## src/rtl/dag_pkg.sv

```systemverilog
// Shared definitions for the data address generator.
//   DG_CLS_*  : register class codes carried in the top two bits of the
//               write/readback select ({class, index}).
//   dg_bitrev : reverses the low w bits of a value (w <= DG_MAX_W).
package dag_pkg;

    localparam logic [1:0] DG_CLS_I = 2'b00;
    localparam logic [1:0] DG_CLS_M = 2'b01;
    localparam logic [1:0] DG_CLS_L = 2'b10;
    localparam logic [1:0] DG_CLS_B = 2'b11;

    // Widest address the reversal helper supports.
    localparam int DG_MAX_W = 32;

    // Reverse all DG_MAX_W bits, then shift the reversed field back down so
    // the result holds the bit reversal of the low w bits.
    function automatic logic [DG_MAX_W-1:0] dg_bitrev(input logic [DG_MAX_W-1:0] v,
                                                      input int w);
        logic [DG_MAX_W-1:0] r;
        r = {<<{v}};
        return r >> (DG_MAX_W - w);
    endfunction

endpackage

```

## src/rtl/dag_circ_next.sv

```systemverilog
// Combinational next-index logic for one address generator.
//   i_val, m_val, l_val, b_val : current index, signed modify, length, base
//   i_next                      : updated index
//   wrap                        : a circular correction was applied
// Arithmetic is done in ADDR_WIDTH+2 signed bits so that I+M and B+L never
// overflow. Only one correction by L is applied; results for |M| > L or an
// index outside [B, B+L) are whatever that single correction gives.
module dag_circ_next
    import dag_pkg::*;
#(
    parameter int ADDR_WIDTH = 16
) (
    input  logic [ADDR_WIDTH-1:0] i_val,
    input  logic [ADDR_WIDTH-1:0] m_val,
    input  logic [ADDR_WIDTH-1:0] l_val,
    input  logic [ADDR_WIDTH-1:0] b_val,
    output logic [ADDR_WIDTH-1:0] i_next,
    output logic                  wrap
);

    localparam int EW = ADDR_WIDTH + 2;

    logic signed [EW-1:0] t;
    logic signed [EW-1:0] lo;
    logic signed [EW-1:0] len;
    logic signed [EW-1:0] hi;

    assign t   = $signed({2'b00, i_val}) + $signed({{2{m_val[ADDR_WIDTH-1]}}, m_val});
    assign lo  = $signed({2'b00, b_val});
    assign len = $signed({2'b00, l_val});
    assign hi  = lo + len;

    always_comb begin
        // Linear mode (L == 0) falls through with the truncated sum.
        i_next = t[ADDR_WIDTH-1:0];
        wrap   = 1'b0;
        if (l_val != '0) begin
            if (t >= hi) begin
                i_next = ADDR_WIDTH'(t - len);
                wrap   = 1'b1;
            end else if (t < lo) begin
                i_next = ADDR_WIDTH'(t + len);
                wrap   = 1'b1;
            end
        end
    end

endmodule

```

## src/rtl/dag_circ_unit.sv

```systemverilog
// Data address generator: I/M/L/B register bank, circular next-index
// update, pre/post-modify select, optional bit-reversed output and a
// registered register readback.
//   clk, reset (async, active low)
//   ps_dg_en/iadd/madd/mdfy/brev : address generation request
//   ps_dg_wrt_en/wrt_add, bc_dt   : register write ({class, index})
//   ps_dg_rd_add, dg_bc_dt        : registered, zero-extended readback
//   dg_add, dg_add_vld, dg_wrap   : registered address output
// Handshake: dg_add_vld is a single-cycle valid with no ready; the consumer
// must take dg_add/dg_wrap on every cycle dg_add_vld is high. dg_add holds
// its last value while dg_add_vld is low; dg_wrap is low then.
module dag_circ_unit
    import dag_pkg::*;
#(
    parameter int ADDR_WIDTH = 16,
    parameter int DATA_WIDTH = 16,
    parameter int NUM_IREG   = 8,
    parameter int IDX_W      = $clog2(NUM_IREG)
) (
    input  logic                  clk,
    input  logic                  reset,
    input  logic                  ps_dg_en,
    input  logic [IDX_W-1:0]      ps_dg_iadd,
    input  logic [IDX_W-1:0]      ps_dg_madd,
    input  logic                  ps_dg_mdfy,
    input  logic                  ps_dg_brev,
    input  logic                  ps_dg_wrt_en,
    input  logic [IDX_W+1:0]      ps_dg_wrt_add,
    input  logic [IDX_W+1:0]      ps_dg_rd_add,
    input  logic [DATA_WIDTH-1:0] bc_dt,
    output logic [ADDR_WIDTH-1:0] dg_add,
    output logic                  dg_add_vld,
    output logic                  dg_wrap,
    output logic [DATA_WIDTH-1:0] dg_bc_dt
);

    logic [ADDR_WIDTH-1:0] i_reg [NUM_IREG];
    logic [ADDR_WIDTH-1:0] m_reg [NUM_IREG];
    logic [ADDR_WIDTH-1:0] l_reg [NUM_IREG];
    logic [ADDR_WIDTH-1:0] b_reg [NUM_IREG];

    logic [ADDR_WIDTH-1:0] i_next;
    logic                  wrap;
    logic [ADDR_WIDTH-1:0] sel_add;
    logic [ADDR_WIDTH-1:0] rd_val;
    logic [1:0]            wr_cls;
    logic [IDX_W-1:0]      wr_idx;
    logic [1:0]            rd_cls;
    logic [IDX_W-1:0]      rd_idx;

    assign wr_cls = ps_dg_wrt_add[IDX_W+1:IDX_W];
    assign wr_idx = ps_dg_wrt_add[IDX_W-1:0];
    assign rd_cls = ps_dg_rd_add[IDX_W+1:IDX_W];
    assign rd_idx = ps_dg_rd_add[IDX_W-1:0];

    // L and B share the I index; M has its own select.
    dag_circ_next #(.ADDR_WIDTH(ADDR_WIDTH)) u_next (
        .i_val  (i_reg[ps_dg_iadd]),
        .m_val  (m_reg[ps_dg_madd]),
        .l_val  (l_reg[ps_dg_iadd]),
        .b_val  (b_reg[ps_dg_iadd]),
        .i_next (i_next),
        .wrap   (wrap)
    );

    always_comb begin
        sel_add = ps_dg_mdfy ? i_next : i_reg[ps_dg_iadd];
        if (ps_dg_brev) begin
            sel_add = ADDR_WIDTH'(dg_bitrev(DG_MAX_W'(sel_add), ADDR_WIDTH));
        end
    end

    always_comb begin
        rd_val = '0;
        case (rd_cls)
            DG_CLS_I: rd_val = i_reg[rd_idx];
            DG_CLS_M: rd_val = m_reg[rd_idx];
            DG_CLS_L: rd_val = l_reg[rd_idx];
            DG_CLS_B: rd_val = b_reg[rd_idx];
            default:  rd_val = '0;
        endcase
    end

    always_ff @(posedge clk or negedge reset) begin
        if (!reset) begin
            for (int k = 0; k < NUM_IREG; k++) begin
                i_reg[k] <= '0;
                m_reg[k] <= '0;
                l_reg[k] <= '0;
                b_reg[k] <= '0;
            end
            dg_add     <= '0;
            dg_add_vld <= 1'b0;
            dg_wrap    <= 1'b0;
            dg_bc_dt   <= '0;
        end else begin
            if (ps_dg_en) begin
                i_reg[ps_dg_iadd] <= i_next;
                dg_add            <= sel_add;
                dg_add_vld        <= 1'b1;
                dg_wrap           <= wrap;
            end else begin
                dg_add_vld <= 1'b0;
                dg_wrap    <= 1'b0;
            end
            // Placed after the update so a same-edge write to the same I wins.
            if (ps_dg_wrt_en) begin
                case (wr_cls)
                    DG_CLS_I: i_reg[wr_idx] <= bc_dt[ADDR_WIDTH-1:0];
                    DG_CLS_M: m_reg[wr_idx] <= bc_dt[ADDR_WIDTH-1:0];
                    DG_CLS_L: l_reg[wr_idx] <= bc_dt[ADDR_WIDTH-1:0];
                    DG_CLS_B: b_reg[wr_idx] <= bc_dt[ADDR_WIDTH-1:0];
                    default:  ;
                endcase
            end
            dg_bc_dt <= DATA_WIDTH'(rd_val);
        end
    end

endmodule

```

## config.mk

```make
export PLATFORM = sky130hd
export DESIGN_NAME = dag_circ_unit
export DESIGN_NICKNAME = d
export VERILOG_FILES = /design/src/rtl/dag_pkg.sv /design/src/rtl/dag_circ_next.sv /design/src/rtl/dag_circ_unit.sv
export SDC_FILE = /design/constraint.sdc
export NUM_CORES = 1
export LEC_CHECK = 0
export BUFFER_PORTS_ARGS = -buffer_cell sky130_fd_sc_hd__buf_2
export CAP_MARGIN = 10
export CORE_MARGIN = 8
export CORE_UTILIZATION = 60
export CTS_CLUSTER_DIAMETER = 40
export DETAILED_ROUTE_END_ITERATION = 10
export PLACE_DENSITY = 0.77
export SLEW_MARGIN = 20
export SYNTH_ARGS = -nofsm -noshare
export SYNTH_HDL_FRONTEND = slang
export SYNTH_SLANG_ARGS = --single-unit
```

## constraint.sdc

```tcl
create_clock -name clk -period 8.45 [get_ports clk]
set_input_delay 0 -clock clk [delete_from_list [all_inputs] [get_ports clk]]
set_output_delay 0 -clock clk [all_outputs]
set_load 0.05 [all_outputs]
```

# Word-level counts from Yosys, hierarchy flattened
# Cells that the tools add are included.
# word_totals
register_bits	546
latchBits	0
mem_bits_rw	0
romBits	0
input_bits	38
out_inout_bits	34
elab_cells	113
mem_count	0
# classes
add_sub_neg	4
multipliers	0
n_div	0
magnitude_cmp	8
n_eq_ne	6
shift	0
n_mux	47
bitwise	4
reduce_logical	8
# ops
cell	count
128-bit bitwise mux	5
16-bit binary-select mux with 3-bit select	8
128-bit two-way mux	3
16-bit two-way mux	23
16-bit demux with 3-bit select	2
16-bit case mux with 4 select lines	1
17-bit by 16-bit adder with 18-bit output	1
18-bit >= comparator	1
18-bit by 17-bit less-than comparator with 1-bit output	1
16-bit by 16-bit adder with 17-bit output	1
16-bit adder	1
4-bit >= comparator (second input constant)	4
3-bit inverter with 4-bit output	4
16-bit nonzero test	1
16-bit subtractor	1
2-bit equality test (second input constant)	4
4-bit by 1-bit less-than comparator with 1-bit output (second input constant)	2
2-bit AND reduction	3
1-bit two-way mux	5
2-bit by 1-bit equality test with 1-bit output (second input constant)	2
2-bit zero test	2
1-bit logical AND	2

# Logic depth before layout (Yosys ltp)
# Gate-level depths: netlist of the first run.
# depth
depth_word	14
mapped_depth	34
depth_no_buf	25

# By module
# A second synthesis of the first run with hierarchy kept.
# hier_totals
hier_cells	2698
hier_area_um2	33460.8
# by_module_without_submodules
module	n_inst	cells_each	area_per_inst_um2
dag_circ_unit	1	2153	29522.1
dag_circ_next	1	545	3938.8

# Worst setup path before layout of the first run
# OpenSTA, ideal clock, no wires.
# synth_path
path_type	in2reg
from	in ps_dg_iadd[0]
to	reg dg_add[8]
setup_time_ns	0.124
arrival_time_ns	6.763
setup_slack_ns	1.563
stages	32
cell_sequence	buf_6 > buf_2 > buf_2 > buf_2 > buf_2 > buf_1 > clkbuf_1 > buf_1 > mux2i_1 > nor2_1 > nor3_1 > inv_1 > ha_1 > and3_1 > a21o_1 > a21o_1 > nor3_1 > o21ai_0 > a21o_1 > a21oi_1 > xor2_1 > ha_1 > nand2_1 > o31ai_1 > o21a_1 > buf_4 > nand2_1 > buf_2 > a41o_1 > a221oi_4 > a2111oi_0 > a211o_1
# synth_via
elab_chain_len	11
elab_cells_between_ends	22
classes_between	add/sub (4); order compare (2); mux (14); bitwise (1); reduce/logical (1)
# synth_rtl
item	line	text
start: declaration	dag_circ_unit.sv:23	input logic [IDX_W-1:0] ps_dg_iadd,
3-bit inverter with 4-bit output (implied by the code) *	n/a	
16-bit binary-select mux with 3-bit select	dag_circ_unit.sv:58, dag_circ_unit.sv:67	
16-bit two-way mux (implied by the code) (2 in a row)	dag_circ_unit.sv:58, dag_circ_unit.sv:67	
17-bit by 16-bit adder with 18-bit output	dag_circ_next.sv:28	assign t = $signed({2'b00, i_val}) + $signed({{2{m_val[ADDR_WIDTH-1]}}, m_val});
16-bit adder or 18-bit by 17-bit less-than comparator with 1-bit output (tied branches)	dag_circ_next.sv:42, dag_circ_next.sv:41	
16-bit two-way mux	dag_circ_next.sv:41	end else if (t < lo) begin
16-bit two-way mux	dag_circ_next.sv:38	if (t >= hi) begin
16-bit two-way mux	dag_circ_next.sv:37	if (l_val != '0) begin
16-bit two-way mux *	dag_circ_unit.sv:67	sel_add = ps_dg_mdfy ? i_next : i_reg[ps_dg_iadd];
16-bit two-way mux *	dag_circ_unit.sv:68	if (ps_dg_brev) begin
end signal: assignment	dag_circ_unit.sv:99	dg_add <= sel_add;
end: declaration	dag_circ_unit.sv:31	output logic [ADDR_WIDTH-1:0] dg_add,
# Mark *: on every way between the ends. The rest lies on a longest branch, timed or not. The select of a mux whose other input is x is not followed.
# A chain may end at the register's enable or synchronous reset.

# Worst setup path in the final report of the first run
# layout_path
from	reg i_reg[80] (netlist bit)
to	reg dg_add[10]
# layout_via
elab_chain_len	10
elab_cells_between_ends	13
classes_between	add/sub (3); order compare (2); mux (8)
# layout_rtl
item	line	text
start: declaration	dag_circ_unit.sv:37	logic [ADDR_WIDTH-1:0] i_reg [NUM_IREG];
start signal: indexed assignment	dag_circ_unit.sv:98	i_reg[ps_dg_iadd] <= i_next;
start signal: indexed assignment	dag_circ_unit.sv:109	DG_CLS_I: i_reg[wr_idx] <= bc_dt[ADDR_WIDTH-1:0];
16-bit binary-select mux with 3-bit select *	dag_circ_unit.sv:58	.i_val (i_reg[ps_dg_iadd]),
16-bit two-way mux (implied by the code) * (2 in a row)	dag_circ_unit.sv:58	
17-bit by 16-bit adder with 18-bit output *	dag_circ_next.sv:28	
16-bit adder or 18-bit by 17-bit less-than comparator with 1-bit output (tied branches)	dag_circ_next.sv:42, dag_circ_next.sv:41	
16-bit two-way mux	dag_circ_next.sv:41	
16-bit two-way mux	dag_circ_next.sv:38	
16-bit two-way mux *	dag_circ_next.sv:37	
16-bit two-way mux *	dag_circ_unit.sv:67	
16-bit two-way mux *	dag_circ_unit.sv:68	
# Marks and branches as above.

==> results by group, run 1 <==
Logic synthesis
  – Post-synth cell types: 97
  – Main combinational cell family by area after synthesis: multiplexers
  – Synth Warn #: 0
  – Post-synth EDFFs: 0
  – Post-synthesis sequential area ratio: roughly two fifths
  – Yosys top cell area share: 39.7%
  – Syn Nets: 3100
  – Synth Area in Compound Gates: 13.1%
  – Register bit total from synthesis: around 550
  – Post-Syn Area: ~0.034 mm2
  – Synth area leader: dfrtp_1
  – Post-synthesis mux area share: a little under a third
  – Synth Area in Simple Gates: 7.49%
  – Post-Synth XOR/XNOR Area: under 10%
  – Synthesized area per cell: 11.6 um2
  – Mapped Cells: 2968
  – Adder-Cell Fraction of Synth Area: around 3.5%
  – Ys flop type: dfrtp_1
  – Synth area leaders: dfrtp_1 (40%), mux2_2 (16%), mux4_2 (13%), ha_1 (3.3%), mux2i_1 (2.6%)
  – Asr flop ratio synth: 100%

Drt
  – DRT antenna net count: 0
  – DRT Wirelength: 118000 um
  – Wirelength per Cell: 31.1 um
  – Initial drt markers: 3310
  – Vias/cell: 7.28
  – Initial DRT Pass Iterations: 6
  – DRC errors left: 0
  – Vias: 27600

Setup path
  – Reg2Reg Depth: 23
  – Critical path class: flop to flop
  – Critical Path AT: 8170 ps
  – Crit. End Element: flop
  – CP Launch Type: flop
  – CP Data Required Time: 8940 ps
  – R2R setup slack: approximately 770 ps
  – Worst flop-to-flop path startpoint: i_reg[80]
  – Worst r2r dst: dg_add[10]
  – Crit path max fanout: 10

Placed design
  – DP Area: approximately 0.035 mm2
  – Port Buffer Count: 71
  – Final GP Congestion: between 0.9 and 1
  – Placed wire-length estimate after detailed placement: 77700 um

Floorplan
  – Initial Utilization: approximately 61%
  – Die height: around 260 um
  – Site Rows: 87
  – Ports: 72
  – Die extent in x: 255 um
  – Core Box Area: between 0.05 and 0.06 mm2
  – Die Area: about 0.065 mm2

Cells and area
  – Synth-to-layout area growth: 11.6%
  – Multi-input gate area: slightly below 0.02 mm2
  – Final nets: between 3000 and 4000
  – Final instance area: 0.0384 mm2
  – Share of cells above drive strength 1: approximately a third
  – Register area: between 0.01 and 0.015 mm2
  – Util after Layout: 67.9%
  – Fill count: 3891

Timing
  – Final hold vios: 0
  – RSZ-0062 raised after global routing: no
  – Slew @ Worst Pin: 1220 ps
  – Final setup viols: 0
  – Max_slew headroom: 18.5%
  – Max frequency: 0.130 GHz
  – Final Max Tran Viols: 0
  – Tmin final: 7680 ps
  – Final worst-path cycle share: 90.9%
  – Worst Clk Skew: 59.8 ps
  – Setup TNS: 0 ps

Global route
  – Total global routing overflow: 0
  – Gr usage total: 35.5%
  – Largest net degree at the start of global routing: roughly 170
  – Vias in the first global route: around 28000
  – Initial antenna violation count: 13
  – First-pass GRT wire length: ~180000 um

CTS
  – Hold Buf Count CTS: 18
  – CTS buffer count: 81
  – Setup bufs post-CTS: 0
  – Clock latency on the worst-skew pair: 660 ps
  – Clock Pin Slew Worst Setup and Hold Paths: roughly 50 ps
  – Clk root buf: clkbuf_16
  – H-tree levels: 3
  – CTS sink cnt: between 500 and 600
  – Post-cts sizing count: 0
  – CTS tree: built
  – CTS Buffer Depth: 3

Job
  – MaxCap Viol Count: 0

Power and ir drop
  – Power per cell area: about 380 mW/mm2
  – Leakage: between 15 and 20 nW
  – Worst vdd ir: 0.000340 V

Worst hold path
  – Hold WC Path Type: input port to asynchronous set/reset pin

Outcome
  – Status: finished clean
==> cell families after synthesis <==
group	count (synthesis)
AO/OA/AOI/OAI	637
flip-flops	546
XOR/XNOR	44
buffers and inverters	303
AND/OR/NAND/NOR	574
multiplexers	769
adder cells (fa/ha/maj)	95
==> through the flow <==
step	power [mW]	worst slack (ps)	instances	hold slack (ps)
floorplan	8.49	1560	2968	-296
detailed placement	10.7	1140	3626	139
CTS	14.2	970	3791	3.53
global placement	10.5	1290	3626	138
global route	15.0	508	3791	39.5
finish	14.4	773	3796	4.57
==> final cells by class <==
type,count,area share (%)
multi-input combinational,2119,51.1
antenna,5,0.0326
tap,756,2.47
timing repair buffer,161,2.94
clock inverter,45,1.52
clock buffer,102,5.75
sequential,546,35.6
inverter,62,0.607
==> metal layers <==
metal | global-route usage [%] | share of wire, % | vias up
met5 | 0 | 0.077 | -
li1 | - | - | 11300
met1 | 45.0 | 36 | 13900
met2 | 52.5 | 44 | 1915
met4 | 22.2 | 7.3 | 14
met3 | 11.5 | 12 | 568
==> cells in the final DEF (no fill, tap or decap), drive strengths merged, types with 15 or more instances in the layout <==
cell type / instances
dfrtp: 546
mux2: 478
nor2: 241
mux4: 200
nand2: 155
buf: 142
a21oi: 138
clkbuf: 103
o21ai: 92
mux2i: 91
ha: 90
a21o: 73
a211oi: 72
inv: 71
a22oi: 45
nor3: 44
nand3: 31
xnor2: 25
o21a: 23
a31oi: 20
a22o: 18
xor2: 18
dlygate4sd3: 18
o221ai: 18
clkinv: 18
o31ai: 16
o211ai: 15
==> Yosys cell counts, drive strengths merged (14+ instances only) <==
cell type / instances
nand3: 31
o21a: 23
a21oi: 138
nor3: 44
mux4: 200
nand2: 155
xnor2: 25
a211oi: 72
mux2i: 91
a21o: 73
a22o: 18
o21ai: 92
a22oi: 45
o31ai: 16
ha: 90
dfrtp: 546
o211ai: 15
a31oi: 20
buf: 64
nor2: 241
o221ai: 18
inv: 61
o22a: 14
xor2: 18
clkbuf: 177
mux2: 478
==> where the power goes <==
part	leakage [nW]	internal [mW]	switching [mW]
logic	8.72	2.71	4.34
registers	6.87	3.35	0.573
clock network	1.33	2.10	1.35
total	16.9	8.15	6.27
==> worst max-delay path by stage <==
stage                     cells after the start          start         end
after floorplan                              32  ps_dg_iadd[0]   dg_add[8]
after global placement                       23  ps_dg_iadd[0]   dg_add[9]
after detailed placement                     23  ps_dg_iadd[0]   dg_add[9]
after CTS                                    25      i_reg[80]  dg_add[10]
after global routing                         25      i_reg[80]  dg_add[10]
final                                        23      i_reg[80]  dg_add[10]
==> worst max-delay path, cell delays in order (launching register included) <==
cell	delay, ps
dfrtp_1	400
mux2_2	270
a22oi_1	180
o22a_1	160
o21ai_0	350
ha_1	430
fa_1	490
a211oi_1	340
o21ai_1	180
a41oi_1	380
xnor2_1	460
ha_1	410
a21oi_1	220
o211a_2	230
nand4b_1	100
nand3_1	120
a32oi_1	100
o21ai_1	470
a21o_1	410
o21ai_4	200
a32oi_2	660
nand2_1	140
a41o_1	260
dlygate4sd3_1	540
Note: power is estimated with default switching activity, not from simulation.
==> run 2, diff against run 1 <==
- RECOVER_POWER: not set -> 100
==> results by group, run 2 (synthesized netlist as in run 1, its figures left out) <==
Power and ir drop
  – Leakage: 16.7 nW (-1.3%)
  – Worst vdd ir: 0.000328 V (-3.6%)
  – Power per cell area: 375 mW/mm2 (-0.40%)

Global route
  – Largest net degree at the start of global routing: 166 (unchanged)
  – Vias in the first global route: 28300 (unchanged)
  – First-pass GRT wire length: 179000 um (unchanged)
  – Initial antenna violation count: 12 (-1)
  – Gr usage total: 35.5% (unchanged)
  – Total global routing overflow: 0 (unchanged)

Cells and area
  – Multi-input gate area: 0.0195 mm2 (-0.42%)
  – Synth-to-layout area growth: 10.9%
  – Final nets: 3103 (unchanged)
  – Share of cells above drive strength 1: 31.0% (-2.7 points)
  – Final instance area: 0.0381 mm2 (-0.60%)
  – Commonest non-fill, non-tap cells in the layout: dfrtp_1 (546), mux2_2 (466), nor2_1 (229)
  – Register area: 0.0137 mm2 (unchanged)
  – Fill count: 3956 (+1.7%)
  – Util after Layout: 67.5% (-0.41 points)
  – Layout Cells excl Fill: 3795 (-0.026%)
  – Most common cell after layout, fill and taps aside: dfrtp_1

CTS
  – CTS Buffer Depth: 3 (unchanged)
  – H-tree levels: 3 (unchanged)
  – CTS sink cnt: 546 (unchanged)
  – Clk root buf: clkbuf_16
  – CTS tree: built
  – Setup bufs post-CTS: 0 (unchanged)
  – CTS buffer count: 81 (unchanged)
  – Clock Pin Slew Worst Setup and Hold Paths: 50 ps (about the same)
  – Clock latency on the worst-skew pair: 660 ps (about the same)

Timing
  – Final worst-path cycle share: 94.2% (+3.3 points)
  – RSZ-0062 raised after global routing: no
  – Setup TNS: 0 ps (unchanged)
  – Slew @ Worst Pin: 6320 ps (+5100 ps)
  – Max frequency: 0.126 GHz (-3.5%)
  – Worst Clk Skew: 58.4 ps (-1.39 ps)
  – Final setup viols: 0 (unchanged)
  – Final hold vios: 0 (unchanged)
  – Tmin final: 7960 ps (+282 ps)
  – Final Max Tran Viols: 593 (+593)
  – Max_slew headroom: -321% (-340 points)

Drt
  – Vias/cell: 7.32 (+0.50%)
  – DRT antenna net count: 0 (unchanged)
  – Vias: 27800 (+0.48%)
  – DRC errors left: 0 (unchanged)
  – Initial DRT Pass Iterations: 7 (+1)
  – DRT Wirelength: 118000 um (about the same)
  – Initial drt markers: 3496 (+5.6%)
  – Wirelength per Cell: 31.2 um (about the same)

Setup path
  – Reg2Reg Depth: 25 (+8.7%)
  – Critical Path AT: 8450 ps (+280 ps)
  – CP Data Required Time: 8940 ps (about the same)
  – CP Launch Point: i_reg[80]
  – CP Launch Type: flop
  – Worst setup path endpoint: dg_add[10]
  – Worst r2r dst: dg_add[10]
  – R2R setup slack: 490 ps (-280 ps)
  – Critical path class: flop to flop
  – Worst flop-to-flop path startpoint: i_reg[80]
  – Crit path max fanout: 11 (+1)
  – Crit. End Element: flop

Floorplan
  – Initial Utilization: 60.8% (unchanged)
  – Site Rows: 87 (unchanged)
  – Ports: 72 (unchanged)
  – Core Box Area: 0.0565 mm2 (unchanged)
  – Die Area: 0.0652 mm2 (unchanged)
  – Die extent in x: 255 um (unchanged)
  – Die height: 255 um (unchanged)

Job
  – MaxCap Viol Count: 16 (+16)

Placed design
  – Port Buffer Count: 71 (unchanged)
  – Cells after DPL: 3626 (unchanged)
  – Final GP Congestion: 0.957 (unchanged)
  – Placed wire-length estimate after detailed placement: 77700 um (unchanged)
  – DP Area: 0.0354 mm2 (unchanged)

Outcome
  – Status: finished, violations left
  – Failing checks: capacitance limit, slew limit

Worst hold path
  – Worst hold start: ps_dg_wrt_add[3]
  – Hold WC Path Type: input port to flop
-- run 2: report_power, final --
group          switching (mW)  total [mW]  internal [mW]
logic                    4.31        6.90           2.59
clock network            1.35        3.45           2.10
registers               0.575        3.92           3.35
total                    6.24        14.3           8.04
-- run 2: layout make-up --
| class | count | area share, % |
|---|---|---|
| multi-input combinational | 2119 | 51.1 |
| sequential | 546 | 35.8 |
| clock buffer | 102 | 5.79 |
| timing repair buffer | 161 | 2.58 |
| tap | 756 | 2.48 |
| clock inverter | 45 | 1.53 |
| inverter | 62 | 0.610 |
| antenna | 4 | 0.0263 |
-- run 2: critical path: stages, from the launching register on --
cell           delay (ps)
dfrtp_1               410
mux2_2                270
a22oi_1               180
o22a_1                160
o21ai_0               350
ha_1                  430
fa_1                  490
a211oi_1              340
o21bai_1              130
a21oi_1               210
xnor2_1               140
clkbuf_1              430
ha_1                  350
a21o_1                160
a221oi_1              290
o21ai_0               160
a21oi_1               200
o221ai_1              210
a311oi_1              460
o221ai_2              290
nand2_1               380
a21oi_1               210
o221a_1               480
or2_1                 290
a41o_1                220
dlygate4sd3_1         550
-- run 2: worst min-delay path by stage --
stage	slack, ps	depth (start not counted)	end
floorplan	-300	0	b_reg[0]
global route	40	2	i_reg[39]
finish	40	4	m_reg[35]
CTS	4	2	i_reg[23]
global placement	140	1	i_reg[80]
detailed placement	140	1	i_reg[48]
-- run 2: metal layers --
layer | up-vias | wire length, um | GRT usage, %
met5 | - | 83 | 0
met4 | 12 | 8750 | 22.2
met3 | 581 | 14700 | 11.5
met2 | 1970 | 51600 | 52.5
met1 | 14000 | 43100 | 45.0
li1 | 11200 | - | -
-- run 2: timing repair --
action,4_1_cts,5_1_grt
hold buffers,18,0
setup endpoints to repair,0,0
endpoints found under the hold margin,204,0
gates resized for setup,0,0
-- run 2: per-stage QoR --
step           worst slack (ps)  total power, mW  hold slack [ps]
3_5_place_dp               1140             10.7              139
5_1_grt                     272             14.8             39.5
3_3_place_gp               1290             10.5              138
6_report                    491             14.3             42.4
4_1_cts                     970             14.2             3.53
2_1_floorplan              1560             8.49             -296
